--- src/rtl/digit_entry.sv ---
// Debounced enter-key digit capture with per-sequence digit counting.
// A clean press latches sw[3:0] and emits a one-cycle digit_valid strobe,
// plus seq_done when the sequence fills up.
module digit_entry #(
    parameter int unsigned DB_CYCLES  = 50000,
    parameter int unsigned NUM_DIGITS = 6
) (
    input  logic       clk,
    input  logic       rst,
    input  logic       key_n,
    input  logic [9:0] sw,
    input  logic       clear,
    output logic       digit_valid,
    output logic [3:0] digit,
    output logic       digit_err,
    output logic [2:0] count,
    output logic       seq_done
);

    typedef enum logic [1:0] {
        StReleased,
        StPressChk,
        StPressed,
        StReleaseChk
    } db_state_e;

    localparam logic [15:0] DbLast    = 16'(DB_CYCLES - 1);
    localparam logic [2:0]  NumDigits = 3'(NUM_DIGITS);

    logic        key_meta_q;
    logic        key_s_q;
    db_state_e   state_q, state_d;
    logic [15:0] db_cnt_q, db_cnt_d;
    logic        accept;
    logic        capture;
    logic        pend_q;
    logic        valid_q;
    logic        done_q;
    logic [3:0]  digit_q;
    logic        err_q;
    logic [2:0]  count_q, count_d;

    // Two-flop synchronizer for the raw key; resets to the released level.
    always_ff @(posedge clk or posedge rst) begin
        if (rst) begin
            key_meta_q <= 1'b1;
            key_s_q    <= 1'b1;
        end else begin
            key_meta_q <= key_n;
            key_s_q    <= key_meta_q;
        end
    end

    // Debounce FSM state and stability counter registers.
    always_ff @(posedge clk or posedge rst) begin
        if (rst) begin
            state_q  <= StReleased;
            db_cnt_q <= 16'd0;
        end else begin
            state_q  <= state_d;
            db_cnt_q <= db_cnt_d;
        end
    end

    // Debounce next-state: counter restarts on every state change, so it never wraps.
    always_comb begin
        state_d  = state_q;
        db_cnt_d = db_cnt_q;
        accept   = 1'b0;
        unique case (state_q)
            StReleased: begin
                if (!key_s_q) begin
                    state_d  = StPressChk;
                    db_cnt_d = 16'd1;
                end
            end
            StPressChk: begin
                if (key_s_q) begin
                    state_d  = StReleased;
                    db_cnt_d = 16'd0;
                end else if (db_cnt_q == DbLast) begin
                    state_d  = StPressed;
                    db_cnt_d = 16'd0;
                    accept   = 1'b1;
                end else begin
                    db_cnt_d = db_cnt_q + 16'd1;
                end
            end
            StPressed: begin
                if (key_s_q) begin
                    state_d  = StReleaseChk;
                    db_cnt_d = 16'd1;
                end
            end
            StReleaseChk: begin
                if (!key_s_q) begin
                    state_d  = StPressed;
                    db_cnt_d = 16'd0;
                end else if (db_cnt_q == DbLast) begin
                    state_d  = StReleased;
                    db_cnt_d = 16'd0;
                end else begin
                    db_cnt_d = db_cnt_q + 16'd1;
                end
            end
            default: begin
                state_d  = StReleased;
                db_cnt_d = 16'd0;
            end
        endcase
    end

    // Sequence next-state: clear discards a coincident acceptance and zeroes the count.
    always_comb begin
        capture = accept && !clear && (count_q < NumDigits);
        count_d = count_q;
        if (clear) begin
            count_d = 3'd0;
        end else if (pend_q) begin
            count_d = count_q + 3'd1;
        end
    end

    // Digit capture at acceptance; strobes follow one cycle later.
    always_ff @(posedge clk or posedge rst) begin
        if (rst) begin
            digit_q <= 4'd0;
            err_q   <= 1'b0;
            pend_q  <= 1'b0;
            valid_q <= 1'b0;
            done_q  <= 1'b0;
            count_q <= 3'd0;
        end else begin
            if (capture) begin
                digit_q <= sw[3:0];
                err_q   <= (sw > 10'd9);
            end
            pend_q  <= capture;
            valid_q <= pend_q && !clear;
            done_q  <= pend_q && !clear && (count_q == NumDigits - 3'd1);
            count_q <= count_d;
        end
    end

    assign digit_valid = valid_q;
    assign digit       = digit_q;
    assign digit_err   = err_q;
    assign count       = count_q;
    assign seq_done    = done_q;

endmodule

--- config.mk ---
export PLATFORM = sky130hd
export DESIGN_NAME = digit_entry
export DESIGN_NICKNAME = d
export VERILOG_FILES = /design/src/rtl/digit_entry.sv
export SDC_FILE = /design/constraint.sdc
export NUM_CORES = 1
export LEC_CHECK = 0
export BUFFER_PORTS_ARGS = -buffer_cell sky130_fd_sc_hd__clkbuf_2
export CORE_ASPECT_RATIO = 1.1
export CORE_MARGIN = 8
export CORE_UTILIZATION = 40
export DETAILED_ROUTE_END_ITERATION = 6
export GPL_ROUTABILITY_DRIVEN = 0
export PLACE_DENSITY = 0.68
export SETUP_SLACK_MARGIN = 0.2
export SLEW_MARGIN = 20
export SYNTH_ARGS = -nofsm -noshare
export SYNTH_HDL_FRONTEND = slang
export SYNTH_SLANG_ARGS = --single-unit
--- constraint.sdc ---
create_clock -name clk -period 3.08 [get_ports clk]
set_input_delay 0.462 -clock clk [delete_from_list [all_inputs] [get_ports clk]]
set_output_delay 0.462 -clock clk [all_outputs]
set_load 0.01 [all_outputs]
**Word level (Yosys, flattened, before mapping)**

Index checks and enable logic that the tools add are counted.
Widths: inputs -> output; s select.

- Register bits: 31
- Latch bits: 0
- RAM bits: 0
- Memory bits (read-only): 0
- Input bits: 14
- Output and inout port bits: 10
- Word-level logic and storage cells: 50
- Memories kept: 0

- Add/sub/neg operators: 2
- Multipliers: 0
- Div/mod/pow operators: 0
- Order comparisons: 2
- Equal/unequal tests: 9
- Shifts and indexed selects: 0
- Muxes and demuxes: 18
- Bitwise logic cells: 0
- Reductions and logical operators: 9

Operators by type and width:

| cell | number |
|---|---|
| $mux 16 | 5 |
| $pmux 16 s4 | 1 |
| $add 16x1->16 const B | 1 |
| $eq 16x16->1 const B | 1 |
| $mux 2 | 6 |
| $gt 10x4->1 const B | 1 |
| $pmux 2 s4 | 1 |
| $mux 3 | 2 |
| $ne 3x3->1 const B | 2 |
| $eq 2x2->1 const B | 2 |
| $logic_and 1x1->1 | 4 |
| $ne 2x2->1 const B | 2 |
| $reduce_and 4->1 | 1 |
| $add 3x1->3 const B | 1 |
| $eq 3x3->1 const B | 1 |
| $lt 3x3->1 const B | 1 |
| $mux 1 | 3 |
| $eq 2x1->1 const B | 1 |
| $logic_not 2->1 | 1 |
| $reduce_and 2->1 | 1 |
| $reduce_bool 2->1 | 1 |
| $logic_not 1->1 | 1 |

**Longest topological paths before layout**

Gate-level depths: netlist of the first run.

- Depth in word-level cells: 6
- Gate-level depth with buffers: 7
- Mapped depth without buffers: 5

**Worst setup path after synthesis of the first run**

OpenSTA, ideal clock, no wires.

- Kind: register to register
- From: register db_cnt_q[0]
- To: register db_cnt_q[13]
- Library setup time: 121 ps
- Arrival time: 1484 ps
- Data required time: 2959 ps
- Slack: 1475 ps
- Stages on the path, launching flop included: 7
- Buffers on the path: 1
- Period minus slack after synthesis: 1605 ps
- Path through: dfrtp_1 ha_1 and4b_1 nand4_1 buf_4 a31o_1 a22o_1

- Longest elaborated chain between the ends: 4
- Elaborated cells between the ends (all ways): 6
- Those cells by class: 1 x add/sub; 1 x eq/ne; 4 x mux

Ends and longest elaborated chain:

| element | line | source |
|---|---|---|
| from (decl) | 33 | `logic [15:0] db_cnt_q, db_cnt_d;` |
| from (signal assigned) | 61 | `db_cnt_q <= db_cnt_d;` |
| $add 16x1->16 or $eq 16x16->1 (tied branches) | n/a |  |
| $mux 16 * | 81, 99 |  |
| $mux 16, on equally long branches | 96, 78 |  |
| $pmux 16 s4 * | 70 | `unique case (state_q)` |

Mark *: on every way between the ends. The rest lies on a longest branch, timed or not.
A chain may end at the register's enable or synchronous reset.

**Final worst setup path of the first run**

- From: register db_cnt_q[0]
- To: register digit_q[1], in the netlist digit[1]

- Longest elaborated chain between the ends: 6

Ends and longest elaborated chain:

| element | line | source |
|---|---|---|
| $eq 16x16->1 | 81 | `end else if (db_cnt_q == DbLast) begin` |
| $mux 1 | 81 |  |
| $mux 1 | 78 | `if (key_s_q) begin` |
| $mux 1 | 70 |  |
| $logic_and 1x1->1 (2 in series) | 115 | `capture = accept && !clear && (count_q < NumDigits);` |
| to (signal assigned) | 135 | `digit_q <= sw[3:0];` |
| to (decl) | 39 | `logic [3:0] digit_q;` |

Every way passes these cells.

==> qor.txt, run 1 <==
status: finished, final reports clean
Die X: 75.9 µm
cts repair resizes: 0
synthesized area per cell: 10.3 µm²
Hold Crit Class: input pin to asynchronous set/reset pin
post-CTS setup repair buffer count: 0
Slowest-stage cell, CP: dfrtp_1
via count: 1,279
DRC viols: 0
P per Cell Area: 631 mW/mm²
number of distinct library cells after synthesis: 40
Root Buffer: clkbuf_8
grt total ovfl: 0
H-Tree Level Count: 2
Setup TNS: 0 ps
syn_nets: 171
Yosys warnings: 0
R2R Path End: digit[1]
via density per instance: 5.54
TritonCTS buffer count: 5
asr flop ratio synth: 100%
CP endpoint kind: flip-flop
Max Slew Vio Count: 0
adder-cell share of the synthesized area: 2.38%
worst skew pair latency: 290 ps
Final setup violation count: 0
fin crit share: 68.3%
worst vdd ir: 0.276 mV
Final Hold Fails: 0
relative slew slack: 45.0%
register area share after synthesis: 49.2%
mux cell area share after synthesis: 4.83%
DR pass1 iterations: 4
clk sinks: 31
Syn Inst Count: 154
clk buf depth: 2
CTS tree: built
arrival time at the worst endpoint: 2270 ps
cts hold-fix bufs: 0
Buffers on Ports: 23
IO Pins: 24
final net count: 195
first-pass GRT wire length: 5.93 mm
Synth Area in XOR/XNOR: 2.77%
final wirelength: 3.42 mm
core area: 0.00387 mm²
Post-synth EDFFs: 0
max-cap viol count: 0
R2R depth: 5
initial drt markers: 76
starting density of the core: 40.8%
largest net degree at the start of global routing: 32
RSZ-0062 raised after global routing: false
die area: 0.00622 mm²
post-synthesis compound-gate area fraction: 13.1%
Worst Setup Slack post-DPL: 1020 ps
dominant synthesized flop cell: dfrtp_1
RR Startpoint: db_cnt_q[0]
vias in the first global route: 1,288
cell chain of the critical path: ha_1, and4b_1, nand4_1, nor2_2, mux2_2
drt wl/cell: 14.8 µm
# diodes: 0
clock slew at reported path FFs: 70 ps
Crit path largest cell delay: 390 ps
flops & latches, synth: 31
Leakage: 0.000863 µW
Max Fclk: 0.476 GHz
detailed placer's ending HPWL: 2.41 mm
filler cell count: 366
mapped cell area: 0.00158 mm²
synth-to-layout area growth: 17.0%
layout cells sized above 1: 25.7%
ANT nets after route: 0
largest family of logic cells by synthesized area: simple AND/OR/NAND/NOR gates
row cnt: 24
post-synthesis simple-gate area fraction: 23.7%
Data required, critical path: 3250 ps
Post-Route Skew: 7.84 ps
Startpoint Class: flip-flop
CP Max Fanout: 10
Final Critical Period: 2100 ps
R2R setup slack: 980 ps
Min Hold Slack: 225 ps
Worst Slack Setup Final: 978 ps
initial antenna violation count: 0
Die Ht: 81.9 µm
total global-route track usage: 11.7%
Slew @ Worst Pin: 822 ps
WS Path Type: flip-flop to flip-flop
-- synthesized netlist by cell type (all sizes together) (2+ instances only) --
master  count  share of area, %
nand2      12               2.9
a22o        5               2.8
a31oi      10               4.0
ha          3               2.4
nand4       8               3.2
and3        6               2.4
buf         5               2.1
mux2        5               3.6
and2        2              0.95
o21ai       5               1.6
nor2       14               3.5
dfstp       2               3.3
clkbuf      3              0.71
inv         5               1.2
nand3b      2              0.95
xnor2       2               1.1
nor2b       2              0.79
a31o        2               1.1
and4        3               1.7
dfrtp      29                46
mux2i       2               1.3
xor2        3               1.7
nor4b       2               1.5
nand3      10               3.2
-- worst max path at each step --
stage	cells past startpoint	endpoint	startpoint	slack [ps]
after floorplan	6	db_cnt_q[13]	db_cnt_q[0]	1480
after detailed placement	5	digit[3]	db_cnt_q[0]	1020
final	5	digit[1]	db_cnt_q[0]	980
after global routing	6	db_cnt_q[1]	db_cnt_q[0]	800
after CTS	5	digit[1]	db_cnt_q[0]	990
after global placement	5	digit_err	db_cnt_q[0]	1100
-- sequential cells by signal, indices dropped and copies added, names as in the netlist, named ones only --
register,count
digit,4
db_cnt_q,16
seq_done,1
digit_valid,1
key_s_q,1
state_q,1
count,3
digit_err,1
key_meta_q,1
pend_q,1
-- logic make-up (layout without fill, tap and decap cells) --
| kind of cell | after synthesis | count (layout) |
|---|---|---|
| compound gates | 29 | 29 |
| xor+xnor | 5 | 5 |
| flops | 31 | 31 |
| fa+ha+maj | 3 | 3 |
| buf+inv | 13 | 38 |
| mux | 7 | 7 |
| simple gates | 66 | 66 |
-- layout by cell type (no fill, tap or decap), types with 2 or more instances in the layout --
cell type   n
nor2b_1     2
ha_1        3
clkbuf_8    6
nand3_1    10
inv_1       5
buf_4       2
a22o_1      5
and4_1      3
clkbuf_2   23
a31oi_1    10
xor2_1      3
nand3b_1    2
dfstp_2     2
and3_1      6
nor2_1     13
mux2i_1     2
o21ai_0     5
dfrtp_1    29
nand4_1     8
a31o_1      2
xnor2_1     2
nand2_1    12
mux2_2      5
-- power breakdown --
part | total, µW | internal [µW] | switching [µW]
Combinational | 284 | 110 | 173
Clock | 416 | 262 | 154
Sequential | 468 | 438 | 30.4
Total | 1170 | 809 | 358
-- critical path: cells and delay by family, from the launching register on --
kind	cells	cell delay, ps
DFF	1	390
adders and majority gates	1	200
muxes	1	370
and+or+nand+nor	3	1020
-- layer usage --
metal  global-route usage, %  wire, µm
met1                    12.7      1450
met2                    19.6      1570
met3                    4.81       316
met4                    6.08        79
met5                       0         0
-- per-stage QoR --
step | utilization, % | total power (µW) | std cells | cell area [µm²]
final | 47.7 | 1170 | 231 | 1850
after global routing | 47.7 | 1230 | 231 | 1850
after CTS | 47.7 | 1180 | 231 | 1850
after detailed placement | 44.7 | 758 | 223 | 1730
after global placement | 44.7 | 750 | 223 | 1730
after floorplan | - | 703 | 154 | 1580
-- final cells by class --
| cell class | instances | area [µm²] | share of cell area (%) |
|---|---|---|---|
| tap | 52 | 65.1 | 3.52 |
| timing repair buffer | 25 | 130 | 7.04 |
| inverter | 5 | 18.8 | 1.01 |
| multi-input combinational | 110 | 739 | 40.0 |
| sequential | 31 | 778 | 42.1 |
| clock buffer | 6 | 82.6 | 4.47 |
| clock inverter | 2 | 35.0 | 1.89 |
No activity file was read; power rests on OpenSTA's default activity.
==> run 2, diff against run 1 <==
--- a/config.mk
+++ b/config.mk
@@ -11,7 +11,7 @@
 export CORE_UTILIZATION = 40
 export DETAILED_ROUTE_END_ITERATION = 6
 export GPL_ROUTABILITY_DRIVEN = 0
-export PLACE_DENSITY = 0.68
+export PLACE_DENSITY = 0.7
 export SETUP_SLACK_MARGIN = 0.2
 export SLEW_MARGIN = 20
 export SYNTH_ARGS = -nofsm -noshare
==> constraint.sdc (replaced) <==
create_clock -name clk -period 1.8 [get_ports clk]
set_input_delay 0.27 -clock clk [delete_from_list [all_inputs] [get_ports clk]]
set_output_delay 0.27 -clock clk [all_outputs]
set_load 0.01 [all_outputs]
==> run 2 against run 1 <==
  * Clock skew about the same
  * Sequential power increased by 71%
  * Combinational power increased by 150%
  * Flip-flop and latch count unchanged
  * Critical endpoint is now db_cnt_q[1]
  * Largest cell class is now multi-input gates
  * Fmax increased by 20%
  * Highest routed layer unchanged
  * Critical path type unchanged
==> qor.txt, run 2 (synthesis results as in run 1) <==
P per Cell Area: 968 mW/mm² (was 631 mW/mm²)
worst skew pair latency: 290 ps (about the same)
Max Slew Vio Count: 0 (unchanged)
status: finished, final reports clean (unchanged)
cell chain of the critical path: nor4b_4, nand4_1, buf_6, buf_6, and2_4, a22o_1 (was ha_1, and4b_1, nand4_1, nor2_2, mux2_2)
Die Ht: 81.9 µm (unchanged)
worst vdd ir: 0.818 mV (was 0.276 mV)
max reg flops: 16 (unchanged)
clock slew at reported path FFs: 70 ps (about the same)
H-Tree Level Count: 2 (unchanged)
RSZ-0062 raised after global routing: true (was false)
total global-route track usage: 12.8% (was 11.7%)
max-cap viol count: 0 (unchanged)
starting density of the core: 40.8% (unchanged)
grt total ovfl: 0 (unchanged)
core area: 0.00387 mm² (unchanged)
TritonCTS buffer count: 5 (unchanged)
DRC viols: 0 (unchanged)
detailed placer's ending HPWL: 2.55 mm (was 2.41 mm)
die area: 0.00622 mm² (unchanged)
clk sinks: 31 (unchanged)
Hold Crit Class: input pin to asynchronous set/reset pin (unchanged)
commonest cells after routing, fill and taps aside: 28 x dfrtp_1, 23 x clkbuf_2, 17 x buf_4 (was 29 x dfrtp_1, 23 x clkbuf_2, 13 x nor2_1)
Buffers on Ports: 23 (unchanged)
Worst Setup Slack post-DPL: 52.6 ps (was 1020 ps)
initial drt markers: 110 (was 76)
Data required, critical path: 1980 ps (was 3250 ps)
CP endpoint kind: flip-flop (unchanged)
largest net degree at the start of global routing: 19 (was 32)
commonest non-fill, non-tap cell in the layout: dfrtp_1 (unchanged)
R2R setup slack: 50 ps (was 980 ps)
Root Buffer: clkbuf_8 (unchanged)
final wirelength: 4.07 mm (was 3.42 mm)
Final setup violation count: 0 (unchanged)
via count: 1,391 (was 1,279)
synth-to-layout area growth: 33.6% (was 17.0%)
arrival time at the worst endpoint: 1930 ps (was 2270 ps)
IO Pins: 24 (unchanged)
via density per instance: 5.45 (was 5.54)
ANT nets after route: 0 (unchanged)
first-pass GRT wire length: 6.24 mm (was 5.93 mm)
Leakage: 0.000991 µW (was 0.000863 µW)
Reg with most FFs: db_cnt_q (unchanged)
drt wl/cell: 15.9 µm (was 14.8 µm)
Max Fclk: 0.572 GHz (was 0.476 GHz)
Die X: 75.9 µm (unchanged)
Post-Route Skew: 7.56 ps (was 7.84 ps)
final net count: 219 (was 195)
CTS tree: built (unchanged)
Startpoint Class: flip-flop (unchanged)
WS Path Type: flip-flop to flip-flop (unchanged)
DR pass1 iterations: 4 (unchanged)
initial antenna violation count: 0 (unchanged)
Final Hold Fails: 0 (unchanged)
# diodes: 0 (unchanged)
Crit path largest cell delay: 440 ps (was 390 ps)
Final Critical Period: 1750 ps (was 2100 ps)
final core utilization: 54.5% (was 47.7%)
Worst Slack Setup Final: 52.0 ps (was 978 ps)
layout cells sized above 1: 37.4% (was 25.7%)
relative slew slack: 62.2% (was 45.0%)
Slew @ Worst Pin: 566 ps (was 822 ps)
vias in the first global route: 1,356 (was 1,288)
clk buf depth: 2 (unchanged)
row cnt: 24 (unchanged)
Slowest-stage cell, CP: dfrtp_2 (was dfrtp_1)
CP Max Fanout: 7 (was 10)
fin crit share: 97.1% (was 68.3%)
CP most frequent cell: buf_6
[run 2: cell types whose count changed in the layout (fill, tap and decap cells not counted), sizes merged]
cell      delta
buf         +24
bufinv       -1
clkinvlp     +1
[run 2: final timing paths]
| path | start | end | cells past startpoint |
|---|---|---|---|
| max | db_cnt_q[7] | db_cnt_q[1] | 6 |
| max reg2reg | db_cnt_q[7] | db_cnt_q[1] | 6 |
| min | rst | seq_done | 2 |
| min in group clk | key_n | key_meta_q | 1 |
| min reg2reg | key_meta_q | key_s_q | 0 |
| max in group asynchronous | rst | db_cnt_q[7] | 3 |
[run 2: cell type report]
cell class | count | area [µm²]
clock buffer | 6 | 72.6
clock inverter | 2 | 12.5
fill | 332 | 1760
inverter | 5 | 18.8
multi-input combinational | 110 | 810
sequential | 31 | 779
tap | 52 | 65.1
timing repair buffer | 49 | 353
[run 2: layer usage]
| metal | vias to the layer above | GRT usage (%) | share of wire (%) |
|---|---|---|---|
| li1 | 661 | - | - |
| met1 | 687 | 13.2 | 41 |
| met2 | 34 | 23.1 | 53 |
| met3 | 9 | 3.06 | 3.6 |
| met4 | 0 | 8.63 | 2.6 |
| met5 | - | 0 | 0 |
[run 2: worst max-delay path: cells and delay by family, from the launching register on]
family | cells | cell delay [ps]
AND/OR/NAND/NOR | 3 | 670
flip-flops | 1 | 440
buffers and inverters | 2 | 310
AO/OA/AOI/OAI | 1 | 210
[run 2: report_power, final]
| group | internal, µW | switching (µW) | total, µW |
|---|---|---|---|
| Clock | 270 | 276 | 546 |
| Sequential | 749 | 49.5 | 798 |
| Combinational | 337 | 363 | 700 |
| Total | 1360 | 688 | 2040 |
[run 2: what timing repair did]
action,CTS,global route
resized for setup,13,13
pin swaps,11,9
cloned,1,0
setup endpoints to repair,20,21
hold buffers,0,0
setup buffers,9,6
[run 2: through the flow]
| stage | hold slack [ps] | instance area (µm²) | TNS (ps) | cells | total power, µW |
|---|---|---|---|---|---|
| 2_1_floorplan | 274 | 1580 | 0 | 154 | 1200 |
| 3_3_place_gp | 323 | 1800 | 0 | 231 | 1360 |
| 3_5_place_dp | 331 | 1800 | 0 | 231 | 1380 |
| 4_1_cts | 15.1 | 2010 | 0 | 249 | 1940 |
| 5_1_grt | 44.1 | 2110 | -81.0 | 255 | 2140 |
| 6_report | 1.18 | 2110 | 0 | 255 | 2040 |
==> run 3, diff against run 2 <==
--- a/config.mk
+++ b/config.mk
@@ -8,10 +8,10 @@
 export BUFFER_PORTS_ARGS = -buffer_cell sky130_fd_sc_hd__clkbuf_2
 export CORE_ASPECT_RATIO = 1.1
 export CORE_MARGIN = 8
-export CORE_UTILIZATION = 40
+export CORE_UTILIZATION = 30
 export DETAILED_ROUTE_END_ITERATION = 6
 export GPL_ROUTABILITY_DRIVEN = 0
-export PLACE_DENSITY = 0.7
+export PLACE_DENSITY = 0.57
 export SETUP_SLACK_MARGIN = 0.2
 export SLEW_MARGIN = 20
 export SYNTH_ARGS = -nofsm -noshare
==> run 3 against run 2 <==
  * Global-route usage fell by 2.9 points
  * Die area up 26%
  * Cell count increased by 0.39%
  * Flip-flop and latch count did not move
  * Clock skew fell by 2.3 ps
  * Utilization shrank 11 points
  * Worst setup slack better by 69 ps
  * First-iteration DRC count down 1.8%
  * Final area is 3.4% higher
  * Combinational power rose by 25%
  * Critical path depth unchanged
  * Sequential share of layout area shrank 1.3 points
  * Critical path type unchanged
==> qor.txt, run 3 (synthesis results as in run 1) <==
Hold Crit Class: input pin to asynchronous set/reset pin (unchanged)
cts hold-fix bufs: 0 (unchanged)
Buffers on Ports: 23 (unchanged)
Die X: 85.2 µm (was 75.9 µm)
IO Pins: 24 (unchanged)
Reg with most FFs: db_cnt_q (unchanged)
CP endpoint kind: flip-flop (unchanged)
H-Tree Level Count: 2 (unchanged)
Leakage: 0.00100 µW (was 0.000991 µW)
via density per instance: 5.28 (was 5.45)
CTS tree: built (unchanged)
Final Hold Fails: 0 (unchanged)
fin cells: 256 (was 255)
area occupied by multi-input gates: 886 µm² (was 810 µm²)
row cnt: 27 (was 24)
status: finished, final reports clean (unchanged)
arrival time at the worst endpoint: 1860 ps (was 1930 ps)
Min Hold Slack: 32.9 ps (was 1.18 ps)
synth-to-layout area growth: 38.1% (was 33.6%)
Final setup violation count: 0 (unchanged)
Crit path largest cell delay: 350 ps (was 440 ps)
cell family with most CP delay: simple AND/OR/NAND/NOR gates (unchanged)
clk sinks: 31 (unchanged)
Root Buffer: clkbuf_8 (unchanged)
Seq. cell area: 778 µm² (was 779 µm²)
worst skew pair latency: 290 ps (about the same)
largest net degree at the start of global routing: 32 (was 19)
TritonCTS buffer count: 5 (unchanged)
DR pass1 iterations: 4 (unchanged)
core area: 0.00503 mm² (was 0.00387 mm²)
Slowest-stage cell, CP: dfrtp_1 (was dfrtp_2)
Max Slew Vio Count: 0 (unchanged)
worst vdd ir: 0.549 mV (was 0.818 mV)
Data required, critical path: 1980 ps (about the same)
WS Path Type: flip-flop to flip-flop (unchanged)
ANT nets after route: 0 (unchanged)
layout cells sized above 1: 41.4% (was 37.4%)
initial drt markers: 108 (was 110)
Slew @ Worst Pin: 415 ps (was 566 ps)
Final Critical Period: 1680 ps (was 1750 ps)
R2R depth: 6 (unchanged)
clock slew at reported path FFs: 70 ps (about the same)
cell count along the critical path: 6 (unchanged)
filler cell count: 474 (was 332)
DRC viols: 0 (unchanged)
first-pass GRT wire length: 6.17 mm (was 6.24 mm)
relative slew slack: 72.3% (was 62.2%)
clk buf depth: 2 (unchanged)
placed insts: 237 (was 231)
P per Cell Area: 1100 mW/mm² (was 968 mW/mm²)
# diodes: 0 (unchanged)
final wirelength: 3.90 mm (was 4.07 mm)
total global-route track usage: 9.89% (was 12.8%)
grt total ovfl: 0 (unchanged)
via count: 1,352 (was 1,391)
Post-Route Skew: 5.25 ps (was 7.56 ps)
commonest non-fill, non-tap cell in the layout: dfrtp_1 (unchanged)
die area: 0.00785 mm² (was 0.00622 mm²)
Buf+Inv Stages, Crit Path: 1 (was 2)
cell chain of the critical path: ha_2, and4b_1, nand4_1, buf_4, nor2_4, mux2_2 (was nor4b_4, nand4_1, buf_6, buf_6, and2_4, a22o_1)
Die Ht: 92.1 µm (was 81.9 µm)
final net count: 214 (was 219)
drt wl/cell: 15.2 µm (was 15.9 µm)
CP Max Fanout: 5 (was 7)
max-cap viol count: 0 (unchanged)
Max Fclk: 0.596 GHz (was 0.572 GHz)
RSZ-0062 raised after global routing: true (unchanged)
detailed placer's ending HPWL: 2.52 mm (was 2.55 mm)
Startpoint Class: flip-flop (unchanged)
Setup TNS: 0 ps (unchanged)
commonest cells after routing, fill and taps aside: 29 x dfrtp_1, 23 x clkbuf_2, 16 x buf_4 (was 28 x dfrtp_1, 23 x clkbuf_2, 17 x buf_4)
starting density of the core: 31.4% (was 40.8%)
fin crit share: 93.3% (was 97.1%)
initial antenna violation count: 0 (unchanged)
vias in the first global route: 1,344 (was 1,356)
max reg flops: 16 (unchanged)
## run 3: cell count changes in the layout (fill, tap and decap cells not counted), sizes merged
cell      change
buf           -5
bufinv        +1
clkinvlp      -1
## run 3: worst min-delay path, cell delays in order
cell and delay, ps:
clkbuf_2 80, inv_1 40, buf_4 360
## run 3: report_power, final
group / switching [µW] / internal, µW
clock: 278 / 448
combinational: 445 / 432
sequential: 49.7 / 749
total: 773 / 1630
## run 3: worst paths after layout
kind                        startpoint  slack, ps          to
setup / recovery           db_cnt_q[1]        120    digit[2]
hold / removal                     rst         30    digit[0]
setup reg to reg           db_cnt_q[1]        120    digit[2]
hold reg to reg             key_meta_q        360     key_s_q
max in group asynchronous          rst       1430     key_s_q
min in group clk                 key_n         60  key_meta_q
## run 3: cell type report
cell class,instances,area share [%]
multi-input cells,110,40.6
clock buffers,6,3.78
flip-flops and latches,31,35.7
repair buffers,44,14.2
well taps,58,3.33
clock inverters,2,1.61
inverters,5,0.860
## run 3: repair_timing
| item | CTS | global route |
|---|---|---|
| gates resized for setup | 6 | 27 |
| setup endpoints to repair | 19 | 21 |
| buffers inserted | 7 | 4 |
| pin swaps | 6 | 18 |
## run 3: through the flow
stage / area (µm²) / util, % / power, µW / setup slack, ps
3_5_place_dp: 1810 / 36.0 / 1410 / 64.5
2_1_floorplan: 1580 / - / 1200 / 195
5_1_grt: 2180 / 43.4 / 2530 / -5.01
4_1_cts: 2000 / 39.7 / 2150 / 115
3_3_place_gp: 1810 / 36.0 / 1400 / 86.1
6_report: 2180 / 43.4 / 2400 / 121
## run 3: routing by layer
metal	vias to the layer above	share of wire (%)	global-route usage, %
met3	7	5.9	2.94
met1	655	44	11.3
li1	654	-	-
met2	36	48	15.8
met5	-	0	0
met4	0	2.2	6.09
